===== config.mk =====
export PLATFORM = sky130hd
export DESIGN_NAME = stack_ctrl
export DESIGN_NICKNAME = d
export VERILOG_FILES = /design/src/rtl/stack_ctrl.sv
export SDC_FILE = /design/constraint.sdc
export NUM_CORES = 1
export LEC_CHECK = 0
export ABC_AREA = 1
export CAP_MARGIN = 30
export CORE_MARGIN = 4
export CORE_UTILIZATION = 30
export DETAILED_ROUTE_END_ITERATION = 16
export GPL_ROUTABILITY_DRIVEN = 1
export PLACE_DENSITY_LB_ADDON = 0.2
export SLEW_MARGIN = 15
export SYNTH_ARGS = -nofsm -noshare
export SYNTH_HDL_FRONTEND = slang
export SYNTH_SLANG_ARGS = --single-unit

===== constraint.sdc =====
create_clock -name Clk -period 1.9 [get_ports Clk]
set_input_delay 0.285 -clock Clk [delete_from_list [all_inputs] [get_ports Clk]]
set_output_delay 0.285 -clock Clk [all_outputs]
set_load 0.01 [all_outputs]

===== src/rtl/stack_ctrl.sv =====
// ---------------------------------------------------------------------------
// stack_ctrl
//   LIFO stack controller with DEPTH x WIDTH register storage, a registered
//   top-of-stack output and sticky overflow/underflow flags.
//
//   Ports
//     Clk    in   1      single clock, all state updates on rising edge
//     Clr    in   1      synchronous active-high clear (priority over ops)
//     Push   in   1      push request, Din written when accepted
//     Pop    in   1      pop request, top entry removed when accepted
//     Din    in   WIDTH  data to push
//     Dout   out  WIDTH  registered top-of-stack value, 0 when empty
//     Empty  out  1      stack holds no entries
//     Full   out  1      stack holds DEPTH entries
//     Count  out  CW     number of valid entries, 0..DEPTH
//     Ovf    out  1      sticky: push attempted while full (no pop)
//     Udf    out  1      sticky: pop attempted while empty (no push)
//
//   Push+Pop together replaces the top entry; on an empty stack it acts as
//   a plain push. Neither combination touches the sticky flags.
// ---------------------------------------------------------------------------
module stack_ctrl #(
    parameter int WIDTH = 8,
    parameter int DEPTH = 8,
    parameter int CW    = 4
) (
    input  logic             Clk,
    input  logic             Clr,
    input  logic             Push,
    input  logic             Pop,
    input  logic [WIDTH-1:0] Din,
    output logic [WIDTH-1:0] Dout,
    output logic             Empty,
    output logic             Full,
    output logic [CW-1:0]    Count,
    output logic             Ovf,
    output logic             Udf
);

    localparam int AW = $clog2(DEPTH);

    typedef enum logic [1:0] {
        S_EMPTY = 2'd0,
        S_MID   = 2'd1,
        S_FULL  = 2'd2
    } state_t;

    state_t           state;
    state_t           next_state;

    logic [WIDTH-1:0] mem [DEPTH];
    logic [CW-1:0]    sp;          // next free slot, equals entry count
    logic [CW-1:0]    sp_m1;       // index of current top entry
    logic [AW-1:0]    sp_m2;       // index of entry just below the top
    logic [WIDTH-1:0] dout_r;
    logic             ovf_r;
    logic             udf_r;

    logic             is_empty;
    logic             is_full;
    logic             do_push;
    logic             do_replace;
    logic             do_pop;
    logic             push_blocked;
    logic             pop_blocked;

    assign is_empty = (state == S_EMPTY);
    assign is_full  = (state == S_FULL);

    assign sp_m1 = sp - CW'(1);
    // Only meaningful when sp >= 2, so the low address bits suffice.
    assign sp_m2 = sp[AW-1:0] - AW'(2);

    // Operation decode. Push+Pop on an empty stack degrades to a push;
    // on a non-empty (including full) stack it rewrites the top slot.
    always_comb begin
        do_push      = 1'b0;
        do_replace   = 1'b0;
        do_pop       = 1'b0;
        push_blocked = 1'b0;
        pop_blocked  = 1'b0;
        if (Push && Pop) begin
            if (is_empty) begin
                do_push = 1'b1;
            end else begin
                do_replace = 1'b1;
            end
        end else if (Push) begin
            if (is_full) begin
                push_blocked = 1'b1;
            end else begin
                do_push = 1'b1;
            end
        end else if (Pop) begin
            if (is_empty) begin
                pop_blocked = 1'b1;
            end else begin
                do_pop = 1'b1;
            end
        end
    end

    // FSM state register
    always_ff @(posedge Clk) begin
        if (Clr) begin
            state <= S_EMPTY;
        end else begin
            state <= next_state;
        end
    end

    // FSM next-state logic
    always_comb begin
        next_state = state;
        unique case (state)
            S_EMPTY: begin
                if (do_push) begin
                    next_state = S_MID;
                end
            end
            S_MID: begin
                if (do_push && (sp == CW'(DEPTH - 1))) begin
                    next_state = S_FULL;
                end else if (do_pop && (sp == CW'(1))) begin
                    next_state = S_EMPTY;
                end
            end
            S_FULL: begin
                if (do_pop) begin
                    next_state = S_MID;
                end
            end
            default: next_state = S_EMPTY;
        endcase
    end

    // Storage: not cleared by Clr, entries above sp are never observed.
    always_ff @(posedge Clk) begin
        if (!Clr) begin
            if (do_push) begin
                mem[sp[AW-1:0]] <= Din;
            end else if (do_replace) begin
                mem[sp_m1[AW-1:0]] <= Din;
            end
        end
    end

    // Stack pointer, registered top-of-stack and sticky flags
    always_ff @(posedge Clk) begin
        if (Clr) begin
            sp     <= '0;
            dout_r <= '0;
            ovf_r  <= 1'b0;
            udf_r  <= 1'b0;
        end else begin
            if (do_push) begin
                sp     <= sp + CW'(1);
                dout_r <= Din;
            end else if (do_replace) begin
                dout_r <= Din;
            end else if (do_pop) begin
                sp     <= sp_m1;
                // New top is the entry below the one being removed.
                dout_r <= (sp >= CW'(2)) ? mem[sp_m2] : '0;
            end
            if (push_blocked) begin
                ovf_r <= 1'b1;
            end
            if (pop_blocked) begin
                udf_r <= 1'b1;
            end
        end
    end

    assign Dout  = dout_r;
    assign Count = sp;
    assign Empty = is_empty;
    assign Full  = is_full;
    assign Ovf   = ovf_r;
    assign Udf   = udf_r;

endmodule


==> impl_metrics.py <==
metrics = {
    "sta": {
        "whs_ns": 0.466,
        "max_slew_margin_pct": 63.2,
        "finalCritPeriodShare_pct": 93.9,
        "fin_skew_ns": 0.00708,
        "period_needed_ns": 1.78,
        "hold_violations": 0,
        "setup_tns_ns": 0,
        "worst_slack_ns": 0.116,
        "setup_viol": 0,
        "rsz0062_at_grt": "no",
        "worst_pin_slew_ns": 0.551,
        "drv_slew": 0,
        "max_freq_mhz": 560,
    },
    "final_layout": {
        "final_nets": 462,
        "fin_cells": 616,
        "area_delta_synth_final_pct": 24.7,
        "fill_cells": 1201,
        "multi_input_area_um2": 1330,
        "seq_area_um2": 2240,
        "drive_gt1_share_pct": 17.0,
        "antennaDiodeCount": 0,
    },
    "placed_design": {
        "dp.cells": 600,
        "pre_cts_slack_ns": -0.252,
        "gp_congestion": 0.805,
        "portBuffers": 27,
        "dpl.hpwl_um": 6440,
    },
    "routing": {
        "wl_met3_um": 437,
        "maxUsedRoutingLayer": "met4",
        "first_iter_violations": 178,
        "finalWirelength_um": 9190,
        "first_pass_iters": 4,
        "drc": 0,
        "routed_via_density": 4.37,
        "wl_met1_um": 4270,
        "wl_met2_um": 4190,
        "drt-wirelength-per-cell_um": 14.9,
        "vias": 2692,
        "detail-route-antenna-nets": 0,
    },
    "synthesis": {
        "yosys.cell_count.top_type": "nand2_1",
        "netlist_area_um2": 3780,
        "synth_edf_count": 64,
        "ys_seq_area_share_pct": 59.3,
        "synth_cells": 400,
        "synth_largest_area_cell": "edfxtp_1",
        "synth_common_cells": "nand2_1, edfxtp_1, nand3_1, inv_1, nor2_1",
        "syn_nets": 419,
        "yosys.cell_types.count": 30,
        "avgSynthCellArea_um2": 9.46,
        "synth_ff_type": "edfxtp_1",
        "ys_top_cells_by_area": "edfxtp_1, nand2_1, dfxtp_1",
        "synth_top_area_share_pct": 50.8,
        "synth_warnings": 0,
        "ys_seq_elements": 80,
        "synthArstFlopShare_pct": 0,
    },
    "cts": {
        "cts_max_level": 3,
        "cts_setup_buffers": 0,
        "cts_buffers": 9,
        "path_clk_slew_ns": 0.06,
        "cts_tree": "yes",
        "clk_latency_ns": 0.34,
        "ctsHoldBuffers": 0,
        "ctsRootBufferMaster": "clkbuf_16",
        "cts_resized": 0,
        "cts.sinks": 80,
        "cts.path.max_buffers": 2,
    },
    "setup_path": {
        "r2r_cells": 8,
        "crit_type": "primary input to register",
        "cp.arrival_ns": 1.80,
        "worstPathMaxFanout": 8,
        "r2r_slack_ns": 0.14,
        "critPathLaunch": "Pop",
        "r2r_start": "state[1]$_SDFFE_PP0P_",
        "reg2reg_to": "mem[6][4]$_DFFE_PP_",
        "crit_path_end_kind": "register",
        "critPathRequiredTime_ns": 1.92,
        "startpoint_type": "primary input",
    },
    "worst_hold_path": {
        "hp-start": "Udf$_SDFFE_PP0P_",
        "hold_class": "register to register",
        "min_to": "Udf$_SDFFE_PP0P_",
        "hold_depth": 2,
    },
    "run": {
        "drv_cap": 0,
    },
    "global_route": {
        "grt_pass1_wl_um": 14900,
        "grt_max_degree": 35,
        "antenna_found_initial": 0,
        "grt_pass1_vias": 2704,
        "grt_overflow": 0,
        "grt_usage_pct": 13.6,
    },
    "die": {
        "rows": 40,
        "fp.dieW_um": 120,
        "coreArea_um2": 12200,
        "initial_core_util_pct": 31.1,
        "ios": 28,
        "dieArea_um2": 14500,
        "die_h_um": 120,
    },
    "power_and_ir_drop": {
        "ir_worst_vdd_mv": 0.536,
        "p_per_area_nw_per_um2": 968,
        "leakage_nw": 1.93,
    },
    "outcome": {
        "status": "finished, final reports clean",
    },
}
-- where the power goes --
group / leakage (nW) / switching [mW] / internal, mW
Clock: 0.157 / 0.721 / 1.16
Combinational: 1.06 / 0.449 / 0.258
Sequential: 0.711 / 0.0308 / 1.95
Total: 1.93 / 1.20 / 3.37
-- cell families (layout without fill, tap and decap cells) --
group | after synthesis | in the layout | share of synthesized area [%]
AOI/OAI and AO/OA | 19 | 19 | 3.04
xor gates and xnor gates | 2 | 2 | 0.662
adders and majority gates | 7 | 7 | 2.32
buffers and inverters | 62 | 110 | 7.64
DFF | 80 | 80 | 59.3
and+or+nand+nor | 230 | 230 | 27.1
-- state kept, by name (all words and copies together), names as in the netlist --
signal,flops
Dout,8
Count,4
mem,64
Ovf,1
Udf,1
state,2
-- layer usage --
layer	up-vias	GRT usage (%)
met5	-	0
met4	0	5.88
met3	19	3.37
met2	63	21.1
met1	1229	18.3
li1	1381	-
-- cells in the final DEF, fill, tap and decap left out, types with 3 or more instances in the layout --
| cell type | netlist | final |
|---|---|---|
| nor2_1 | 33 | 25 |
| clkdlybuf4s50_1 | 0 | 26 |
| buf_4 | 4 | 20 |
| nand2_2 | 0 | 4 |
| inv_1 | 40 | 40 |
| edfxtp_1 | 64 | 64 |
| nand2_4 | 5 | 5 |
| inv_2 | 4 | 4 |
| or2_2 | 4 | 4 |
| nor2_4 | 1 | 9 |
| dfxtp_1 | 16 | 14 |
| a21oi_1 | 12 | 12 |
| nand2_1 | 124 | 120 |
| or2_0 | 3 | 3 |
| nand3_1 | 54 | 54 |
| clkbuf_16 | 0 | 9 |
| ha_1 | 7 | 7 |
-- how the worst max path moves through the flow --
| stage | cells after the start | end | slack (ns) |
|---|---|---|---|
| after global placement | 9 | mem[2][1]$_DFFE_PP_ | -0.24 |
| after CTS | 2 | Count[1] | 0.01 |
| final | 9 | mem[6][4]$_DFFE_PP_ | 0.12 |
| after detailed placement | 9 | mem[4][7]$_DFFE_PP_ | -0.25 |
| after global routing | 8 | mem[4][1]$_DFFE_PP_ | 0.03 |
| after floorplan | 9 | mem[0][0]$_DFFE_PP_ | 0.001 |
-- through the flow --
step / power (mW) / utilization [%] / area [um^2]
after global placement: 2.73 / 36.1 / 4390
after floorplan: 2.48 / - / 3870
after global routing: 4.78 / 38.8 / 4720
after detailed placement: 2.73 / 36.1 / 4390
final: 4.57 / 38.8 / 4720
after CTS: 4.60 / 38.7 / 4710
-- critical path, cell delays in order --
cell	delay [ns]
clkdlybuf4s50_1	0.54
nand2_4	0.07
clkinv_2	0.07
nand3_4	0.10
xor2_2	0.15
buf_4	0.12
nand2_1	0.04
buf_4	0.17
nor2_4	0.26
-- cell type report --
class                   instances  share of cell area (%)
clock inverters                 6                    1.94
multi-input cells             258                    28.2
flip-flops and latches         80                    47.6
inverters                      46                    3.74
well taps                     168                    4.46
repair buffers                 48                    9.20
clock buffers                  10                    4.85
No activity file was read; power rests on OpenSTA's default activity.
